===== src/rtl/gl_pa_pkg.sv =====
// ----------------------------------------------------------------------------
// gl_pa_pkg
// Shared definitions for the primitive-assembly stage:
//   - pa_mode_e  : assembly mode encodings (list / strip / fan / reserved)
//   - pa_state_e : assembler FSM state encoding
//   - FLUSH_WORD : all-ones flush marker of a given vertex width
// ----------------------------------------------------------------------------
package gl_pa_pkg;

  // Widest vertex word the marker helper can describe.
  localparam int unsigned PA_MAX_W = 1024;

  typedef enum logic [1:0] {
    PA_LIST  = 2'd0,
    PA_STRIP = 2'd1,
    PA_FAN   = 2'd2,
    PA_RSVD  = 2'd3
  } pa_mode_e;

  typedef enum logic [1:0] {
    FILL0 = 2'd0,
    FILL1 = 2'd1,
    FILL2 = 2'd2,
    EMIT  = 2'd3
  } pa_state_e;

  // Low w bits set: the flush marker for a w-bit vertex word.
  function automatic logic [PA_MAX_W-1:0] FLUSH_WORD(input int unsigned w);
    FLUSH_WORD = ~({PA_MAX_W{1'b1}} << w);
  endfunction

endpackage


===== src/rtl/gl_prim_assembler.sv =====
// ----------------------------------------------------------------------------
// gl_prim_assembler
// Pops vertex/color pairs from first-word-fall-through FIFOs and assembles
// them into triangles (list, strip or fan), presenting each triangle to the
// rasterizer over a valid/ready handshake. An all-ones vertex word is a flush
// marker: it is consumed, never stored, pulses flush_out and discards any
// partial primitive.
//
// Build option:
//   GL_PA_STRIP_WINDING_EN - in strip mode, odd-parity triangles are emitted
//                            as (S1,S0,S2) to keep a consistent winding.
//
// Ports:
//   clk        raster clock
//   reset      asynchronous, active-low reset
//   mode       0 list, 1 strip, 2 fan, 3 reserved (treated as list)
//   in_empty   source FIFOs empty
//   in_vertex  FWFT vertex word (x,y,z MSB-first)
//   in_color   FWFT color word (r,g,b MSB-first)
//   in_rd_en   pop both FIFOs this cycle
//   out_valid  triangle present on out_v*/out_c*
//   out_ready  rasterizer accepts triangle
//   out_v0..2  triangle vertices in emission order
//   out_c0..2  matching colors
//   flush_out  one-cycle pulse when a flush marker is consumed
//   busy       low only when idle in FILL0 with no triangle pending
//   tri_count  triangles emitted since reset (wraps)
// ----------------------------------------------------------------------------
module gl_prim_assembler
  import gl_pa_pkg::*;
#(
  parameter int VTX_W = 96,
  parameter int COL_W = 96,
  parameter int CNT_W = 16
) (
  input  logic             clk,
  input  logic             reset,
  input  logic [1:0]       mode,
  input  logic             in_empty,
  input  logic [VTX_W-1:0] in_vertex,
  input  logic [COL_W-1:0] in_color,
  output logic             in_rd_en,
  output logic             out_valid,
  input  logic             out_ready,
  output logic [VTX_W-1:0] out_v0,
  output logic [VTX_W-1:0] out_v1,
  output logic [VTX_W-1:0] out_v2,
  output logic [COL_W-1:0] out_c0,
  output logic [COL_W-1:0] out_c1,
  output logic [COL_W-1:0] out_c2,
  output logic             flush_out,
  output logic             busy,
  output logic [CNT_W-1:0] tri_count
);

  localparam logic [PA_MAX_W-1:0] FLUSH_FULL = FLUSH_WORD(VTX_W);
  localparam logic [VTX_W-1:0]    FLUSH      = FLUSH_FULL[VTX_W-1:0];

  pa_state_e        state;
  pa_mode_e         mode_q;
  logic             parity;
  logic             run_q;
  logic [VTX_W-1:0] s_v0, s_v1, s_v2;
  logic [COL_W-1:0] s_c0, s_c1, s_c2;
  logic             is_flush;
  logic             swap;

  // run_q holds off popping until the first clock edge after reset release,
  // so a late-released reset can never race the first FIFO read.
  assign in_rd_en  = run_q && !in_empty && (state != EMIT);
  assign is_flush  = (in_vertex == FLUSH);
  assign out_valid = (state == EMIT);
  assign busy      = (state != FILL0);

  always_ff @(posedge clk or negedge reset) begin
    if (!reset) begin
      state     <= FILL0;
      mode_q    <= PA_LIST;
      parity    <= 1'b0;
      run_q     <= 1'b0;
      flush_out <= 1'b0;
      tri_count <= '0;
      s_v0      <= '0;
      s_v1      <= '0;
      s_v2      <= '0;
      s_c0      <= '0;
      s_c1      <= '0;
      s_c2      <= '0;
    end else begin
      run_q     <= 1'b1;
      flush_out <= 1'b0;
      if (in_rd_en && is_flush) begin
        // Marker: drop any partial primitive and restart from FILL0.
        flush_out <= 1'b1;
        parity    <= 1'b0;
        state     <= FILL0;
      end else begin
        case (state)
          FILL0: if (in_rd_en) begin
            s_v0   <= in_vertex;
            s_c0   <= in_color;
            // Mode is sampled once per primitive; reserved behaves as list.
            mode_q <= (pa_mode_e'(mode) == PA_RSVD) ? PA_LIST : pa_mode_e'(mode);
            state  <= FILL1;
          end
          FILL1: if (in_rd_en) begin
            s_v1  <= in_vertex;
            s_c1  <= in_color;
            state <= FILL2;
          end
          FILL2: if (in_rd_en) begin
            s_v2  <= in_vertex;
            s_c2  <= in_color;
            state <= EMIT;
          end
          EMIT: if (out_ready) begin
            tri_count <= tri_count + CNT_W'(1);
            case (mode_q)
              PA_STRIP: begin
                s_v0   <= s_v1;
                s_c0   <= s_c1;
                s_v1   <= s_v2;
                s_c1   <= s_c2;
                parity <= ~parity;
                state  <= FILL2;
              end
              PA_FAN: begin
                s_v1  <= s_v2;
                s_c1  <= s_c2;
                state <= FILL2;
              end
              default: state <= FILL0;
            endcase
          end
          default: state <= FILL0;
        endcase
      end
    end
  end

`ifdef GL_PA_STRIP_WINDING_EN
  assign swap = (mode_q == PA_STRIP) && parity;
`else
  assign swap = 1'b0;
`endif

  assign out_v0 = swap ? s_v1 : s_v0;
  assign out_v1 = swap ? s_v0 : s_v1;
  assign out_v2 = s_v2;
  assign out_c0 = swap ? s_c1 : s_c0;
  assign out_c1 = swap ? s_c0 : s_c1;
  assign out_c2 = s_c2;

endmodule


===== config.mk =====
export PLATFORM = sky130hd
export DESIGN_NAME = gl_prim_assembler
export DESIGN_NICKNAME = d
export VERILOG_FILES = /design/src/rtl/gl_pa_pkg.sv /design/src/rtl/gl_prim_assembler.sv
export SDC_FILE = /design/constraint.sdc
export NUM_CORES = 1
export LEC_CHECK = 0
export BUFFER_PORTS_ARGS = -buffer_cell sky130_fd_sc_hd__clkbuf_2
export CAP_MARGIN = 20
export CORE_AREA = 2 2 312 314
export DETAILED_ROUTE_END_ITERATION = 10
export DIE_AREA = 0 0 314 316
export GPL_TIMING_DRIVEN = 0
export PLACE_DENSITY = 0.48
export SYNTH_ARGS = -nofsm -noshare
export SYNTH_HDL_FRONTEND = slang
export SYNTH_SLANG_ARGS = --single-unit

===== constraint.sdc =====
create_clock -name clk -period 2.7 [get_ports clk]
set_input_delay 0.135 -clock clk [delete_from_list [all_inputs] [get_ports clk]]
set_output_delay 0.135 -clock clk [all_outputs]
set_load 0.05 [all_outputs]

==> results.md <==
* Outcome: complete, no violations
* CTS sink cnt at 598
* Maximum clock insertion buffer count at 3
* Core Area at 96000 sq um
* Period minus WS final at roughly 2.6 ns
* RSZ-0062 raised after global routing: false
* Fin crit share at 98.0%
* CTS tree: yes
* Clock Pin Slew Worst Setup and Hold Paths at 0.06 ns
* Cell count along the critical path at 11
* Fin Clk Skew at 0.0211 ns
* First-pass GRT wire length at 168000 um
* Crit path launch type: primary input
* Crit path buf inv count at 6
* Worst min path class: in -> async
* I/O pin total at approximately 800
* CP Cell Sequence: dlygate4sd3_1 > clkbuf_2 > nand4_1 > nor4_2 > buf_4 > nand2_1 > o2111ai_4 > buf_12 > buf_6 > buf_6 > mux2_1
* Max Freq at 378 MHz
* IO buf count at just under 800
* Yosys top cell area share at 56.1%
* Worst EP required at about 3.2 ns
* Post-Syn Instances at 2422
* Max_slew headroom at about two fifths
* Post-synth ARST share at 100%
* Vias post-DR at 23200
* Yosys top cell by area: dfrtp_1
* R2R depth at 8
* Slowest-stage cell, CP: dlygate4sd3_1
* CP dominant cell by count: buf_6
* Post-route DRC at 0
* Total CTS buffers at between 70 and 80
* Syn avg cell area at 11.0 sq um
* Worst Hold Slack at 0.0342 ns
* Die Y at between 300 and 400 um
* Nets at 3707
* Worst Tran Pin Value at 0.911 ns
* R2R Setup Slk at 0.16 ns
* Dpl hpwl at 88900 um
* Die Wd at around 310 um
* Final Util at 38.6%
* Top cells by area, synth: dfrtp_1 56%, nand2_1 9.6%, mux2_2 8.6%
* # rows at between 100 and 150
* DR WL/cell at 24.3 um
* CP Class: in -> reg
* Drt pass-1 iters at 5
* Die area at between 90000 and 100000 sq um
* Final hold viol count at 0
* Root Driver: clkbuf_16
* Max-cap violations at 0
* Max-slew violation count at 0
* DRT iter0 DRCs at 1477
* WP data arrival at 3.15 ns
* Layout cells sized above 1 at 33.9%
* Routed WL at 118000 um
* Final setup fails at 0
* Post-route ant nets at 0
* Tot GR Track Use at a little under a quarter
* Critical Path End Type: flip-flop
* Synthesized cell area at 26700 sq um
* Vias per cell at 4.80
* Grt ovf at 0
* Antenna violations before repair at 5
* Layout area overhead at 39.1%
* Final WS setup at approximately 0.055 ns
* Largest net degree at the start of global routing at 103
* Dpl ws at -0.792 ns
* Ys flop type: dfrtp_1
* Synth cell types at 40
* Worst-skew pair later-pin latency at 0.64 ns
* GPL Wtd Cong at 0.897
* Most frequent cells in the layout: 795 x clkbuf_2, 682 x nand2_1, 597 x dfrtp_1, 203 x mux2_2, 200 x dlygate4sd3_1
* H-tree depth at 3
* Worst-path fanout max at 10
* Initial Util at between 20 and 30%
* Syn nets at approximately 2600
* Via count of the first global-routing pass at 23200
* Seq/Total Area, Yosys at between 50 and 60%
* Yosys reg bits at 598
* Number of synthesized flops with an enable pin at 0
* Yosys warns at 0
* Worst path max stage delay at 0.52 ns
* CP delay by family, top: buffers and inverters
* Most common cell after layout, fill and taps aside: clkbuf_2
-- kinds of logic after synthesis --
kind of cell / count (synthesis) / share of synthesized area (%)
simple gates: 871 / 14.0
mux: 386 / 16.3
buf+inv: 156 / 3.68
xor+xnor: 15 / 0.493
flops: 598 / 56.1
other cells: 1 / 0.0141
compound gates: 393 / 9.34
fa+ha+maj: 2 / 0.0938
-- cell type report --
| type | instances | area (sq um) |
|---|---|---|
| Sequential cell | 598 | 15000 |
| Clock inverter | 20 | 194 |
| Tap cell | 1276 | 1600 |
| Inverter | 7 | 28.8 |
| Buffer | 148 | 1000 |
| Multi-Input combinational cell | 1668 | 10700 |
| Clock buffer | 112 | 2220 |
| Timing Repair Buffer | 1010 | 6320 |
| Fill cell | 9768 | 58900 |
| Antenna cell | 5 | 12.5 |
-- cells in the mapped netlist, types with 2 or more instances --
library cell and n:
nand2_1 682, dfrtp_1 598, mux2_2 203, a21oi_1 192, o21a_1 192, mux2_1 182
and2_1 97, clkbuf_1 81, nand4_1 51, buf_4 34, nor4_1 13, buf_12 11
buf_2 11, xnor2_1 11, buf_6 10, nor2_1 9, inv_1 6, and3_1 4
nand3_1 4, xor2_1 4, a21boi_2 2, and4_1 2, buf_1 2, ha_1 2
nand2b_1 2, nor3_1 2, o21ai_0 2
-- state kept, by name (all words and copies together) (netlist names) --
signal and cells:
state 2, out_v1 96, out_c0 96, out_v2 96
flush_out 1, out_c2 96, tri_count 16, mode_q 2
run_q 1, out_c1 96, out_v0 96
-- worst paths after layout --
path                                            from                   endpoint
setup / recovery                       in_vertex[52]     out_v2[49]$_DFFE_PN0P_
hold / removal                                 reset     out_v1[24]$_DFFE_PN0P_
setup reg to reg                state[1]$_DFFE_PN0P_     out_c0[25]$_DFFE_PN0P_
hold reg to reg            tri_count[15]$_DFFE_PN0P_  tri_count[15]$_DFFE_PN0P_
max in group asynchronous                      reset     out_c0[35]$_DFFE_PN0P_
min in group clk                       in_vertex[93]     out_v0[93]$_DFFE_PN0P_
-- metrics by stage --
step           cell area [sq um]  std cells  TNS (ns)
5_1_grt                    37100       4842         0
3_5_place_dp               32500       4502   -308.42
3_3_place_gp               32200       4491  -9080.20
4_1_cts                    37000       4834         0
2_1_floorplan              26700       2422         0
6_report                   37100       4844         0
-- what timing repair did --
action	4_1_cts	5_1_grt
hold endpoints to repair	611	0
gates resized for setup	18	12
pin swaps	0	1
setup buffers	1	4
gates cloned	0	1
hold buffers	200	0
endpoints found under the setup margin	483	332
-- routing by layer --
metal | track usage (%) | part of all wire [%] | vias up
li1 | - | - | 10500
met1 | 30.9 | 44 | 11800
met2 | 36.5 | 46 | 761
met3 | 5.10 | 6.3 | 189
met4 | 8.54 | 3.5 | 0
met5 | 0 | 0 | -
Power is left out: the tool's default activity adds up to more than one toggle a clock period on the data nets, which glitch-free logic cannot reach.
